<file path="src/rtl/e203_exu_bjp_pipe.sv">
// Branch/jump resolution stage with its own comparator, target and link adders.
// Optional statistics counters are enabled by defining E203_BJP_PERF_CNT_EN.
module e203_exu_bjp_pipe #(
    parameter int XLEN    = 32,
    parameter int PC_SIZE = 32,
    parameter int HAS_RVC = 1,
    parameter int CNT_W   = 16
) (
    input  logic               clk,
    input  logic               rst,
    input  logic               bjp_i_valid,
    output logic               bjp_i_ready,
    input  logic [XLEN-1:0]    bjp_i_rs1,
    input  logic [XLEN-1:0]    bjp_i_rs2,
    input  logic [XLEN-1:0]    bjp_i_imm,
    input  logic [PC_SIZE-1:0] bjp_i_pc,
    input  logic               bjp_i_bxx,
    input  logic               bjp_i_jal,
    input  logic               bjp_i_jalr,
    input  logic [2:0]         bjp_i_func,
    input  logic               bjp_i_rv32,
    input  logic               bjp_i_bprdt,
    input  logic               bjp_i_flush,
    output logic               bjp_o_valid,
    input  logic               bjp_o_ready,
    output logic [XLEN-1:0]    bjp_o_wbck_wdat,
    output logic               bjp_o_wbck_en,
    output logic               bjp_o_rslv,
    output logic               bjp_o_prdt,
    output logic               bjp_o_flush_req,
    output logic [PC_SIZE-1:0] bjp_o_flush_pc,
`ifdef E203_BJP_PERF_CNT_EN
    output logic [CNT_W-1:0]   bjp_o_br_cnt,
    output logic [CNT_W-1:0]   bjp_o_mis_cnt,
`endif
    output logic               bjp_o_misalgn
);

    logic               sel_jalr, sel_jal, sel_bxx;
    logic               cmp, accept;
    logic [XLEN-1:0]    jalr_sum;
    logic [PC_SIZE-1:0] tgt_raw;
    logic [PC_SIZE-1:0] tgt_d, lnk_d, fpc_d;
    logic [XLEN-1:0]    wdat_d;
    logic               rslv_d, misalgn_d, flush_req_d, wbck_en_d;

    logic               valid_q, wbck_en_q, rslv_q, prdt_q, flush_req_q, misalgn_q;
    logic [XLEN-1:0]    wdat_q;
    logic [PC_SIZE-1:0] fpc_q;

    // jalr > jal > bxx when more than one kind is flagged
    assign sel_jalr = bjp_i_jalr;
    assign sel_jal  = ~bjp_i_jalr & bjp_i_jal;
    assign sel_bxx  = ~bjp_i_jalr & ~bjp_i_jal & bjp_i_bxx;

    always_comb begin
        cmp = 1'b0;
        unique case (bjp_i_func)
            3'b000:  cmp = (bjp_i_rs1 == bjp_i_rs2);
            3'b001:  cmp = (bjp_i_rs1 != bjp_i_rs2);
            3'b100:  cmp = ($signed(bjp_i_rs1) <  $signed(bjp_i_rs2));
            3'b101:  cmp = ($signed(bjp_i_rs1) >= $signed(bjp_i_rs2));
            3'b110:  cmp = (bjp_i_rs1 <  bjp_i_rs2);
            3'b111:  cmp = (bjp_i_rs1 >= bjp_i_rs2);
            default: cmp = 1'b0;
        endcase
    end

    assign jalr_sum = bjp_i_rs1 + bjp_i_imm;
    assign tgt_raw  = sel_jalr ? jalr_sum[PC_SIZE-1:0]
                               : bjp_i_pc + bjp_i_imm[PC_SIZE-1:0];
    assign tgt_d    = sel_jalr ? {tgt_raw[PC_SIZE-1:1], 1'b0} : tgt_raw;
    assign lnk_d    = bjp_i_pc + (bjp_i_rv32 ? PC_SIZE'(4) : PC_SIZE'(2));
    assign wdat_d   = XLEN'(lnk_d);

    assign rslv_d    = sel_jalr | sel_jal | (sel_bxx & cmp);
    assign misalgn_d = rslv_d & ((HAS_RVC != 0) ? 1'b0 : tgt_d[1]);
    assign fpc_d     = rslv_d ? tgt_d : lnk_d;

    always_comb begin
        flush_req_d = 1'b0;
        if (sel_jalr)     flush_req_d = 1'b1;
        else if (sel_bxx) flush_req_d = rslv_d ^ bjp_i_bprdt;
        if (misalgn_d)    flush_req_d = 1'b0;
    end

    assign wbck_en_d = (sel_jalr | sel_jal) & ~misalgn_d;

    assign bjp_i_ready = ~valid_q | bjp_o_ready;
    assign accept      = bjp_i_valid & bjp_i_ready & ~bjp_i_flush;

    always_ff @(posedge clk) begin
        if (rst)              valid_q <= 1'b0;
        else if (bjp_i_flush) valid_q <= 1'b0;
        else if (accept)      valid_q <= 1'b1;
        else if (bjp_o_ready) valid_q <= 1'b0;
    end

    always_ff @(posedge clk) begin
        if (rst) begin
            wbck_en_q   <= 1'b0;
            rslv_q      <= 1'b0;
            prdt_q      <= 1'b0;
            flush_req_q <= 1'b0;
            misalgn_q   <= 1'b0;
            wdat_q      <= '0;
            fpc_q       <= '0;
        end else if (accept) begin
            wbck_en_q   <= wbck_en_d;
            rslv_q      <= rslv_d;
            prdt_q      <= bjp_i_bprdt;
            flush_req_q <= flush_req_d;
            misalgn_q   <= misalgn_d;
            wdat_q      <= wdat_d;
            fpc_q       <= fpc_d;
        end
    end

`ifdef E203_BJP_PERF_CNT_EN
    logic             isbr_q, fire;
    logic [CNT_W-1:0] br_cnt_q, mis_cnt_q;

    // a result dropped by flush in the same cycle is not counted
    assign fire = valid_q & bjp_o_ready & ~bjp_i_flush;

    always_ff @(posedge clk) begin
        if (rst) begin
            isbr_q    <= 1'b0;
            br_cnt_q  <= '0;
            mis_cnt_q <= '0;
        end else begin
            if (accept) isbr_q <= sel_bxx;
            if (fire & isbr_q & ~&br_cnt_q)       br_cnt_q  <= br_cnt_q + 1'b1;
            if (fire & flush_req_q & ~&mis_cnt_q) mis_cnt_q <= mis_cnt_q + 1'b1;
        end
    end

    assign bjp_o_br_cnt  = br_cnt_q;
    assign bjp_o_mis_cnt = mis_cnt_q;
`endif

    assign bjp_o_valid     = valid_q;
    assign bjp_o_wbck_wdat = wdat_q;
    assign bjp_o_wbck_en   = wbck_en_q;
    assign bjp_o_rslv      = rslv_q;
    assign bjp_o_prdt      = prdt_q;
    assign bjp_o_flush_req = flush_req_q;
    assign bjp_o_flush_pc  = fpc_q;
    assign bjp_o_misalgn   = misalgn_q;

endmodule

</file>
<file path="config.mk">
export PLATFORM = sky130hd
export DESIGN_NAME = e203_exu_bjp_pipe
export DESIGN_NICKNAME = d
export VERILOG_FILES = /design/src/rtl/e203_exu_bjp_pipe.sv
export SDC_FILE = /design/constraint.sdc
export NUM_CORES = 1
export LEC_CHECK = 0
export ABC_AREA = 1
export BUFFER_PORTS_ARGS = -buffer_cell sky130_fd_sc_hd__buf_2
export CAP_MARGIN = 20
export CELL_PAD_IN_SITES_DETAIL_PLACEMENT = 1
export CELL_PAD_IN_SITES_GLOBAL_PLACEMENT = 1
export CORE_UTILIZATION = 36
export CTS_CLUSTER_DIAMETER = 200
export DETAILED_ROUTE_END_ITERATION = 16
export GPL_ROUTABILITY_DRIVEN = 0
export GPL_TIMING_DRIVEN = 0
export PLACE_DENSITY = 0.86
export SLEW_MARGIN = 20
export SYNTH_ARGS = -nofsm -noshare
export SYNTH_HDL_FRONTEND = slang
export SYNTH_SLANG_ARGS = --single-unit
</file>
<file path="constraint.sdc">
create_clock -name clk -period 4.5 [get_ports clk]
set_input_delay 0.9 -clock clk [delete_from_list [all_inputs] [get_ports clk]]
set_output_delay 0.9 -clock clk [all_outputs]
set_load 0.005 [all_outputs]
</file>
==> flow_summary.ini <==
[logic_synthesis]
synth_edf_count = 0
ys_ff_latch = 69
mappedNetlistArea_sq_um = 6650
synthCells = 1039
dominantRegCellSynth = dfxtp_1
synth-async-reset-ratio = 0
synth_area_per_cell_sq_um = 6.40
ys_warn_count = 0
yosysSeqAreaShare = 0.208
syn_nets = 1247
ys_types = 47

[min_path]
hp-class = reg2reg
worstHoldPathCells = 2
worst_hold_path.endpoint = bjp_o_wbck_wdat[1]$_SDFFE_PP0P_
hp-start = bjp_o_wbck_wdat[1]$_SDFFE_PP0P_

[clock_network]
ctsHoldBuffers = 0
cts.clk_slew.worst_paths_ns = 0.05
clock_tree.buffer_depth = 2
numCtsBuffers = 9
numClockSinks = 69
clock_latency_ns = 0.34
postCtsSetupBuffers = 0
cts_resized = 0
cts_root_buf = clkbuf_16
cts_tree = yes
htreeDepth = 3

[power_and_ir_drop]
power_frac_comb = 0.372
swShare = 0.364
ir_worst_vdd_uv = 337
p_int_uw = 1400
powerDensity_nw_per_um2 = 267
pwr-share-clk = 0.316
seqPwrFrac = 0.311
switchingPower_uw = 805
cellLeakagePower_uw = 0.00451

[timing]
hold_viol = 0
rsz0062_at_grt = no
worst_pin_slew_ns = 0.759
skew_ns = 0.00433
slew-limit-headroom = 0.494
setup_violations = 0
fin_crit_sh = 0.941
fmax_mhz = 236
drv_slew = 0
min_period_ns = 4.23

[place]
place_inst = 1478
hpwl_mm = 22.2
place_area_sq_um = 7980
io_buffers = 210

[floorplanning]
ios = 212
fp.coreArea_sq_um = 18000
die_h_microns = 138
dieArea_sq_um = 19000
die_width_microns = 138
initial_core_util = 0.369
rows = 49

[setup_path]
rrSetupSlack_ns = 1.93
startpoint_type = input port
worstReg2RegStart = bjp_o_valid$_SDFFE_PP0P_
path_max_fanout = 13
cp_data_required_time_ns = 4.76
reg2regPathDepth = 8
end_kind = register
crit_type = in2reg
crit_arrival_ns = 4.49
r2r-end = bjp_o_flush_pc[17]$_SDFFE_PP0P_

[grt]
grt_overflow_total = 0
grt_pass1_vias = 7919
grt_max_degree = 14
antenna_found_initial = 3
grt_first_pass_wirelength_mm = 40.0
grt_usage = 0.277

[route]
ant_nets = 0
dr.pass1.iters = 5
drc = 0
num_vias = 7757
drt_iter0_drc = 411
wl_per_cell_microns = 17.3
wl_mm = 25.8
vias_per_cell = 5.19

[final_layout]
fin_cells = 1496
drive_gt1_frac = 0.232
fin_area_sq_um = 8280
nNetsFinal = 1467
layout_common_cells = nand2_1, buf_2, inv_1, o21ai_0, a21oi_1
area_delta_synth_final_pct = 24.6
layout_commonest_cell = nand2_1

[run_status]
outcome = finished clean

[job]
drv_cap = 0
worst max-delay path, stage by stage:
cell and delay (ns):
buf_2 0.33, clkbuf_1 0.51, nand2_1 0.20, o21ai_0 0.13, ha_1 0.31, a21oi_1 0.18, o21ai_1 0.17, nand2_1 0.10
nand2_1 0.14, a21oi_1 0.40, o21ai_1 0.21, a21oi_1 0.28, o21bai_1 0.11, xor2_1 0.24, nand2_1 0.11, a21oi_1 0.15
cell usage after synthesis (9+ instances only):
library cell | count | area [sq um]
a21oi_1 | 81 | 405
a21oi_2 | 16 | 140
clkbuf_1 | 26 | 97.6
dfxtp_1 | 69 | 1380
ha_1 | 65 | 813
inv_1 | 161 | 604
nand2_1 | 226 | 848
nand2_2 | 19 | 119
nand3_1 | 44 | 220
nor2_1 | 69 | 259
nor3_1 | 22 | 110
o211ai_1 | 26 | 195
o21ai_0 | 86 | 430
xnor2_1 | 9 | 78.8
xor2_1 | 33 | 289
state kept, by name (all words and copies together), names as in the netlist:
name / count
bjp_o_wbck_en: 1
bjp_o_prdt: 1
bjp_o_flush_req: 1
bjp_o_rslv: 1
bjp_o_valid: 1
bjp_o_wbck_wdat: 32
bjp_o_flush_pc: 32
metal layers:
layer,routed length (microns),track usage
met1,11400,0.345
met2,12700,0.491
met3,1050,0.0256
met4,711,0.103
met5,0,0
stage by stage:
step / total power, uW / hold WS [ns] / setup WS (ns) / TNS [ns] / util
6_report: 2210 / 0.464 / 0.265 / 0 / 0.459
4_1_cts: 2210 / 0.466 / 0.371 / 0 / 0.459
2_1_floorplan: 1190 / 0.456 / 1.05 / 0 / -
5_1_grt: 2340 / 0.492 / 0.0553 / 0 / 0.459
3_3_place_gp: 1480 / 0.449 / -0.229 / -1.12 / 0.443
3_5_place_dp: 1510 / 0.458 / -0.392 / -3.21 / 0.443
logic make-up after synthesis:
| logic type | count (synthesis) | share of synthesized area |
|---|---|---|
| AO/OA/AOI/OAI | 243 | 0.212 |
| XOR/XNOR | 42 | 0.0554 |
| adder cells (fa/ha/maj) | 67 | 0.128 |
| buffers and inverters | 203 | 0.121 |
| flip-flops | 69 | 0.208 |
| other | 1 | 0.000564 |
| AND/OR/NAND/NOR | 414 | 0.275 |
power by group through the flow:
stage / Sequential [uW] / Clock, uW / Combinational [uW]
CTS: 687 / 707 / 817
global placement: 699 / 0 / 780
finish: 688 / 699 / 822
global route: 691 / 738 / 914
floorplan: 695 / 0 / 495
detailed placement: 699 / 0 / 809
area by class of cell:
type,count,area (sq um)
fill,2548,9740
timing repair buffer,210,1050
antenna,3,7.51
inverter,170,638
clock inverter,4,47.5
sequential,69,1380
multi-input combinational,767,4460
buffer,32,163
tap,229,287
clock buffer,12,246
worst max-delay path by stage:
stage,slack (ns),from,endpoint
after detailed placement,-0.39,bjp_i_jalr,bjp_o_flush_pc[21]$_SDFFE_PP0P_
after global placement,-0.23,bjp_i_jalr,bjp_o_flush_pc[21]$_SDFFE_PP0P_
after global routing,0.06,bjp_i_jalr,bjp_o_flush_pc[21]$_SDFFE_PP0P_
final,0.27,bjp_i_jalr,bjp_o_flush_pc[21]$_SDFFE_PP0P_
after CTS,0.37,bjp_i_jalr,bjp_o_flush_pc[21]$_SDFFE_PP0P_
after floorplan,1.05,bjp_i_jalr,bjp_o_flush_pc[28]$_SDFFE_PP0P_
No activity file was read; power rests on OpenSTA's default activity.
